--- src/rtl/seq_subtractor16_if.sv ---
// Operand/result bundle for the sequential slice-wise subtractor.
// The master issues start with operands; the slave returns status and results.
interface seq_subtractor16_if #(
  parameter int WIDTH = 16
);
  logic             start;
  logic [WIDTH-1:0] a;
  logic [WIDTH-1:0] b;
  logic             bin;
  logic             busy;
  logic             done;
  logic [WIDTH-1:0] diff;
  logic             bout;
  logic             ovf;
  logic             zero;

  modport master (
    output start, a, b, bin,
    input  busy, done, diff, bout, ovf, zero
  );

  modport slave (
    input  start, a, b, bin,
    output busy, done, diff, bout, ovf, zero
  );
endinterface

--- src/rtl/seq_subtractor16.sv ---
// Multi-cycle subtractor: computes a - b - bin one SLICE-bit chunk per clock, LSB first.
// Results and flags are only published on the completing edge, together with a done pulse.
module seq_subtractor16 #(
  parameter int WIDTH = 16,
  parameter int SLICE = 4
) (
  input  logic             clk,
  input  logic             rst_n,
  seq_subtractor16_if.slave bus
);
  localparam int NSLICE = WIDTH / SLICE;
  localparam int CW     = (NSLICE > 1) ? $clog2(NSLICE) : 1;

  typedef enum logic {IDLE, RUN} state_t;

  state_t           state_reg, state_next;
  logic             load, step, finish;
  logic [WIDTH-1:0] a_reg, b_reg;
  logic [WIDTH-1:0] acc_reg, acc_next;
  logic             borrow_reg, borrow_next;
  logic [CW-1:0]    cnt_reg;
  logic [SLICE-1:0] a_sl [NSLICE];
  logic [SLICE-1:0] b_sl [NSLICE];
  logic [SLICE:0]   sl_res;
  logic [WIDTH-1:0] diff_reg;
  logic             bout_reg, ovf_reg, zero_reg, done_reg;

  // Slice views of the latched operands, and the accumulator with only the active slice replaced.
  generate
    for (genvar gi = 0; gi < NSLICE; gi++) begin : g_slice
      assign a_sl[gi] = a_reg[gi*SLICE +: SLICE];
      assign b_sl[gi] = b_reg[gi*SLICE +: SLICE];
      assign acc_next[gi*SLICE +: SLICE] = (cnt_reg == CW'(gi)) ? sl_res[SLICE-1:0]
                                                                 : acc_reg[gi*SLICE +: SLICE];
    end
  endgenerate

  // Extra top bit of the slice result is the borrow into the next slice.
  assign sl_res      = {1'b0, a_sl[cnt_reg]} - {1'b0, b_sl[cnt_reg]} - {{SLICE{1'b0}}, borrow_reg};
  assign borrow_next = sl_res[SLICE];

  always_ff @(posedge clk or negedge rst_n) begin
    if (!rst_n) begin
      state_reg <= IDLE;
    end else begin
      state_reg <= state_next;
    end
  end

  always_comb begin
    state_next = state_reg;
    load       = 1'b0;
    step       = 1'b0;
    finish     = 1'b0;
    case (state_reg)
      IDLE: begin
        if (bus.start) begin
          load       = 1'b1;
          state_next = RUN;
        end
      end
      RUN: begin
        step = 1'b1;
        if (cnt_reg == CW'(NSLICE - 1)) begin
          finish     = 1'b1;
          state_next = IDLE;
        end
      end
      default: state_next = IDLE;
    endcase
  end

  always_ff @(posedge clk or negedge rst_n) begin
    if (!rst_n) begin
      a_reg      <= '0;
      b_reg      <= '0;
      acc_reg    <= '0;
      borrow_reg <= 1'b0;
      cnt_reg    <= '0;
      diff_reg   <= '0;
      bout_reg   <= 1'b0;
      ovf_reg    <= 1'b0;
      zero_reg   <= 1'b0;
      done_reg   <= 1'b0;
    end else begin
      done_reg <= finish;
      if (load) begin
        a_reg      <= bus.a;
        b_reg      <= bus.b;
        borrow_reg <= bus.bin;
        cnt_reg    <= '0;
        acc_reg    <= '0;
      end else if (step) begin
        acc_reg    <= acc_next;
        borrow_reg <= borrow_next;
        cnt_reg    <= cnt_reg + CW'(1);
      end
      // Overflow only possible when operand signs differ and the result sign leaves a's sign.
      if (finish) begin
        diff_reg <= acc_next;
        bout_reg <= borrow_next;
        ovf_reg  <= (a_reg[WIDTH-1] != b_reg[WIDTH-1]) && (acc_next[WIDTH-1] != a_reg[WIDTH-1]);
        zero_reg <= (acc_next == '0);
      end
    end
  end

  assign bus.busy = (state_reg == RUN);
  assign bus.done = done_reg;
  assign bus.diff = diff_reg;
  assign bus.bout = bout_reg;
  assign bus.ovf  = ovf_reg;
  assign bus.zero = zero_reg;
endmodule

--- src/flat_wrapper.sv ---
// flat-port wrapper written by rule: the top's interface ports become plain ports
module seq_subtractor16_flat 
#(
  parameter int WIDTH = 16,
  parameter int SLICE = 4
)
  (clk, rst_n, bus_start, bus_a, bus_b, bus_bin, bus_busy, bus_done, bus_diff, bus_bout, bus_ovf, bus_zero);
  seq_subtractor16_if #(.WIDTH(WIDTH)) bus_i ();
  input  logic clk;
  input  logic rst_n;
  input wire logic [$bits(bus_i.start)-1:0] bus_start;
  input wire logic [$bits(bus_i.a)-1:0] bus_a;
  input wire logic [$bits(bus_i.b)-1:0] bus_b;
  input wire logic [$bits(bus_i.bin)-1:0] bus_bin;
  output wire logic [$bits(bus_i.busy)-1:0] bus_busy;
  output wire logic [$bits(bus_i.done)-1:0] bus_done;
  output wire logic [$bits(bus_i.diff)-1:0] bus_diff;
  output wire logic [$bits(bus_i.bout)-1:0] bus_bout;
  output wire logic [$bits(bus_i.ovf)-1:0] bus_ovf;
  output wire logic [$bits(bus_i.zero)-1:0] bus_zero;
  assign bus_i.start = bus_start;
  assign bus_i.a = bus_a;
  assign bus_i.b = bus_b;
  assign bus_i.bin = bus_bin;
  assign bus_busy = bus_i.busy;
  assign bus_done = bus_i.done;
  assign bus_diff = bus_i.diff;
  assign bus_bout = bus_i.bout;
  assign bus_ovf = bus_i.ovf;
  assign bus_zero = bus_i.zero;
  seq_subtractor16 #(.WIDTH(WIDTH), .SLICE(SLICE)) u_core (.clk(clk), .rst_n(rst_n), .bus(bus_i));
endmodule
--- config.mk ---
export PLATFORM = sky130hd
export DESIGN_NAME = seq_subtractor16_flat
export DESIGN_NICKNAME = d
export VERILOG_FILES = /design/src/rtl/seq_subtractor16_if.sv /design/src/rtl/seq_subtractor16.sv /design/src/flat_wrapper.sv
export SDC_FILE = /design/constraint.sdc
export NUM_CORES = 1
export LEC_CHECK = 0
export CAP_MARGIN = 20
export CORE_ASPECT_RATIO = 1.25
export CORE_UTILIZATION = 40
export CTS_CLUSTER_DIAMETER = 150
export CTS_CLUSTER_SIZE = 12
export DETAILED_ROUTE_END_ITERATION = 12
export SYNTH_ARGS = -nofsm -noshare
export SYNTH_HDL_FRONTEND = slang
export SYNTH_SLANG_ARGS = --single-unit
--- constraint.sdc ---
create_clock -name clk -period 5.65 [get_ports clk]
set_input_delay 0.8475 -clock clk [delete_from_list [all_inputs] [get_ports clk]]
set_output_delay 0.8475 -clock clk [all_outputs]
set_load 0.02 [all_outputs]
After elaboration in Yosys (flattened, before gate mapping)
Index checks and enable logic that the tools add are counted.
{"block": "word_totals", "register_bits": 72, "in_bits": 36, "elab_cells": 49}
{"block": "classes", "add_sub_neg": 3, "magnitude_cmp": 1, "eq_ne": 5, "mux": 23, "bitwise_logic": 2, "reduce_logical": 4}
{"cell": "16-bit 2-to-1 mux", "n": 2}
{"cell": "4-bit 2-to-1 mux", "n": 8}
{"cell": "4-bit binary-select mux with 2-bit select", "n": 2}
{"cell": "16-bit logical NOT", "n": 1}
{"cell": "1-bit 2-to-1 mux", "n": 8}
{"cell": "4-bit by 4-bit subtractor with 5-bit output", "n": 1}
{"cell": "5-bit by 1-bit subtractor with 5-bit output", "n": 1}
{"cell": "2-bit equality test (second input constant)", "n": 2}
{"cell": "2-bit 2-to-1 mux", "n": 2}
{"cell": "3-bit >= comparator (second input constant)", "n": 1}
{"cell": "2-bit NOT with 3-bit output", "n": 1}
{"cell": "2-bit by 1-bit adder with 2-bit output (second input constant)", "n": 1}
{"cell": "2-bit by 1-bit equality test with 1-bit output (second input constant)", "n": 1}
{"cell": "2-bit logical NOT", "n": 1}
{"cell": "1-bit != test", "n": 2}
{"cell": "1-bit case mux with 2 select lines", "n": 1}
{"cell": "2-bit nonzero test", "n": 1}
{"cell": "1-bit logical AND", "n": 1}
{"cell": "1-bit NOT", "n": 1}

Longest topological paths before layout
{"block": "logic_depth", "ltp_word": 9, "mapped_depth": 12, "mapped_depth_nobuf": 10}

Worst setup path after synthesis
No wires, ideal clock.
{"block": "synth_timing", "kind": "register to register", "from": "register u_core.cnt_reg[0]", "to": "register u_core.zero_reg (netlist: u_core.bus.zero)", "arrival_time_ps": 2994, "path_slack_ps": 2590, "path_stages_with_launch": 12, "path_buffers": 2, "path_cell_list": "dfrtp_1 > buf_2 > mux4_2 > fa_1 > inv_1 > fa_1 > clkbuf_1 > nand2b_1 > o31ai_1 > a22oi_1 > nor4_1 > a22o_1"}
{"block": "synth_between", "elab_chain_len": 8, "elab_cells_between_ends": 20, "cone_classes": "add/sub (2); eq/ne (3); mux (12); bitwise (1); reduce/logical (2)"}
{"item": "from (decl)", "line_no": "seq_subtractor16.sv:21", "source": "logic [CW-1:0] cnt_reg;"}
{"item": "from (signal assigned)", "line_no": "seq_subtractor16.sv:96", "source": "cnt_reg <= cnt_reg + CW'(1);"}
{"item": "2-bit NOT with 3-bit output (implied by the code)", "line_no": "seq_subtractor16.sv:39", "source": "assign sl_res = {1'b0, a_sl[cnt_reg]} - {1'b0, b_sl[cnt_reg]} - {{SLICE{1'b0}}, borrow_reg};"}
{"item": "4-bit binary-select mux with 2-bit select", "line_no": "seq_subtractor16.sv:39"}
{"item": "4-bit 2-to-1 mux (implied by the code) (2 in series)", "line_no": "seq_subtractor16.sv:39"}
{"item": "4-bit by 4-bit subtractor with 5-bit output", "line_no": "seq_subtractor16.sv:39"}
{"item": "5-bit by 1-bit subtractor with 5-bit output", "line_no": "seq_subtractor16.sv:39"}
{"item": "4-bit 2-to-1 mux", "line_no": "seq_subtractor16.sv:33", "source": "assign acc_next[gi*SLICE +: SLICE] = (cnt_reg == CW'(gi)) ? sl_res[SLICE-1:0]"}
{"item": "16-bit logical NOT", "line_no": "seq_subtractor16.sv:103", "source": "zero_reg <= (acc_next == '0);"}
{"item": "to (signal assigned)", "line_no": "seq_subtractor16.sv:103"}
{"item": "to (decl)", "line_no": "seq_subtractor16.sv:26", "source": "logic bout_reg, ovf_reg, zero_reg, done_reg;"}
Several ways; a longest one is shown, not always the timed one. The select of a mux whose other input is x is not followed.
A chain may end at the register's enable or synchronous reset.

Worst setup path after layout
Same ends and word-level chain as after synthesis.

==> metrics.md <==
| Metric | Value |
|---|---|
| Status | finished, final reports clean |
| Initial Util | 0.421 |
| Largest net degree at the start of global routing | 69 |
| Cells on worst reg2reg path | 9 |
| Routed len/inst | 15.3 µm |
| Deepest level of the CTS H-tree | 3 |
| Hold WC Path Type | register to register |
| Final hold violations | 0 |
| Fin. max-slew vios | 0 |
| Number of diodes | 0 |
| Distinct cell type count after synthesis | 33 |
| 1st-iter DRT viols | 90 |
| Clock slew at reported path FFs | 0.07 ns |
| Initial antenna violation count | 0 |
| RSZ-0062 raised after global routing | false |
| Critical R2R Launch | u_core.cnt_reg[0]$_DFFE_PN0P_ |
| Final core utilization | 0.542 |
| CTS resizes | 0 |
| Vias in the first global route | 2088 |
| Number of max-cap violations | 0 |
| Setup violations, final | 0 |
| Detailed Route WL | 6160 µm |
| Startpoint types | register |
| First-pass GRT wire length | 10500 µm |
| Worst setup path class | register to register |
| Fin cells | 404 |
| Post-DP Area | 0.00378 mm² |
| Fin area | 0.00406 mm² |
| CP endpoint kind | register |
| Net Count, Synth | 298 |
| Share of cells above drive strength 1 | 0.208 |
| Layout area overhead | 28.7% |
| DRC viols | 0 |
| Crit-path cells | mux4_2 -> fa_1 -> inv_1 -> fa_1 -> nand2b_1 -> o31ai_1 -> a22oi_1 -> nor4_1 -> a22o_1 |
| Overall routing resource usage | 0.174 |
| Data arrival, critical path | 3.74 ns |
| Die Wd | 81.4 µm |
| Cell Area, Synth | 0.00315 mm² |
| Post-synth top area share | 0.540 |
| Number of I/O pins | 57 |
| IO Port Bufs | 56 |
| Worst slew margin | 0.420 |
| Setup slack, reg-to-reg | 2.19 ns |
| DR pass1 iterations | 4 |
| CTS Buf Count | 9 |
| Async SR Flop Fraction | 1.00 |
| Final #Nets | 353 |
| Routed Antenna Nets | 0 |
| Post-Route Setup TNS | 0 ns |
| Yosys reg bits | 68 |
| DP HPWL | 4320 µm |
| Crit-path slowest cell | dfrtp_1 |
| Cts hold-fix bufs | 0 |
| Post-synth EDFFs | 0 |
| Yosys top cell by area | dfrtp_1 |
| Slew @ Worst Pin | 0.869 ns |
| Post-route clock skew | 0.00838 ns |
| Max Clk Rate | 289 MHz |
| Worst skew pair latency | 0.35 ns |
| Crit-path max FO | 13 |
| Synth warn | 0 |
| Placed cells | 387 |
| TritonCTS clock tree | yes |
| Row count | 35 |
| Avg Inst Size Synth | 12.5 µm² |
| Period minus WS final | 3.46 ns |
| CTS max path bufs | 2 |
| Most common flop cell mapped by yosys | dfrtp_1 |
| RR Endpoint | u_core.bus.zero$_DFFE_PN0P_ |
| Hold path startpoint | u_core.bus.diff[2]$_DFFE_PN0P_ |
| Fin crit share | 0.612 |
| Mapped Cells | 252 |
| Via count | 2090 |
| RePlAce Congestion | 0.752 |
| Chip height | 101 µm |
| Most common cell after layout, fill and taps aside | dfrtp_1 |
| Post-CTS setup buffers | 0 |
| Worst hold path stage count | 2 |
| Routed vias/inst | 5.17 |
| Largest cells by area after synthesis | dfrtp_1 (54%), mux2_2 (12%), mux4_2 (5.7%), o21ai_0 (3.5%), nand2_1 (3.2%) |
| # clock sinks | 68 |
| Core area | 0.00749 mm² |
| CTS root buf | clkbuf_8 |
| Share of the yosys chip area belonging to registers | 0.540 |
| CP dominant cell by count | fa_1 |
| GRT overflow | 0 |
| Die Area | 0.00824 mm² |
| Commonest cells after routing, fill and taps aside | dfrtp_1 (68), clkdlybuf4s50_1 (55), mux2_2 (33) |
| Worst hold endpoint | u_core.bus.diff[2]$_DFFE_PN0P_ |
| CP required | 5.94 ns |
| Worst path max stage delay | 0.76 ns |
through the flow:
stage          hold slack (ns)  worst slack (ns)
6_report                 0.478              2.19
5_1_grt                  0.498              1.93
4_1_cts                  0.488              2.14
3_5_place_dp             0.472              2.15
3_3_place_gp             0.456              2.32
2_1_floorplan            0.442              2.59
critical path, delay by kind of cell, from the launching register on:
family,cells,cell delay [ns]
fa+ha+maj,2,0.96
simple gates,2,0.56
compound gates,3,0.39
flops,1,0.76
buf+inv,1,0.10
mux,1,0.61
routing by layer:
layer	wire [µm]	up-vias	global-route usage	share of wire
met3	237	13	0.0369	0.038
met4	178	0	0.104	0.029
met2	2930	54	0.267	0.48
met5	0	-	0	0
met1	2810	1023	0.223	0.46
li1	-	1000	-	-
how the worst max path moves through the flow:
stage	cells past startpoint	end	from	slack [ns]
floorplan	11	u_core.bus.zero$_DFFE_PN0P_	u_core.cnt_reg[0]$_DFFE_PN0P_	2.59
global placement	9	u_core.bus.zero$_DFFE_PN0P_	u_core.cnt_reg[0]$_DFFE_PN0P_	2.32
detailed placement	9	u_core.bus.zero$_DFFE_PN0P_	u_core.cnt_reg[0]$_DFFE_PN0P_	2.15
CTS	9	u_core.bus.zero$_DFFE_PN0P_	u_core.cnt_reg[0]$_DFFE_PN0P_	2.14
global route	9	u_core.bus.zero$_DFFE_PN0P_	u_core.cnt_reg[0]$_DFFE_PN0P_	1.93
finish	9	u_core.bus.zero$_DFFE_PN0P_	u_core.cnt_reg[0]$_DFFE_PN0P_	2.19
synth_stat cells, types with 5 or more instances:
cell and n:
o21ai_0 22, dfrtp_1 68, nand2_1 27, mux4_2 8, ha_1 8, inv_1 12, mux2_2 33, clkbuf_1 10
nor2_1 5, mux2i_1 8, a32o_1 6, nand2b_1 6
kinds of logic (layout without fill, tap and decap cells):
| logic type | after synthesis | count (layout) | share of synthesized area |
|---|---|---|---|
| flops | 68 | 68 | 0.540 |
| fa+ha+maj | 10 | 10 | 0.0444 |
| compound gates | 46 | 46 | 0.0960 |
| mux | 49 | 49 | 0.200 |
| xor+xnor | 4 | 4 | 0.0135 |
| buf+inv | 27 | 87 | 0.0337 |
| simple gates | 48 | 48 | 0.0722 |
area by class of cell:
class,instances,area (µm²)
clock buffers,10,138
well taps,92,115
flip-flops and latches,68,1700
repair buffers,59,598
multi-input cells,157,1350
clock inverters,6,111
fillers,624,3430
inverters,12,45.0
Power is left out: the tool's default activity adds up to more than one toggle a clock period on the data nets, which glitch-free logic cannot reach.
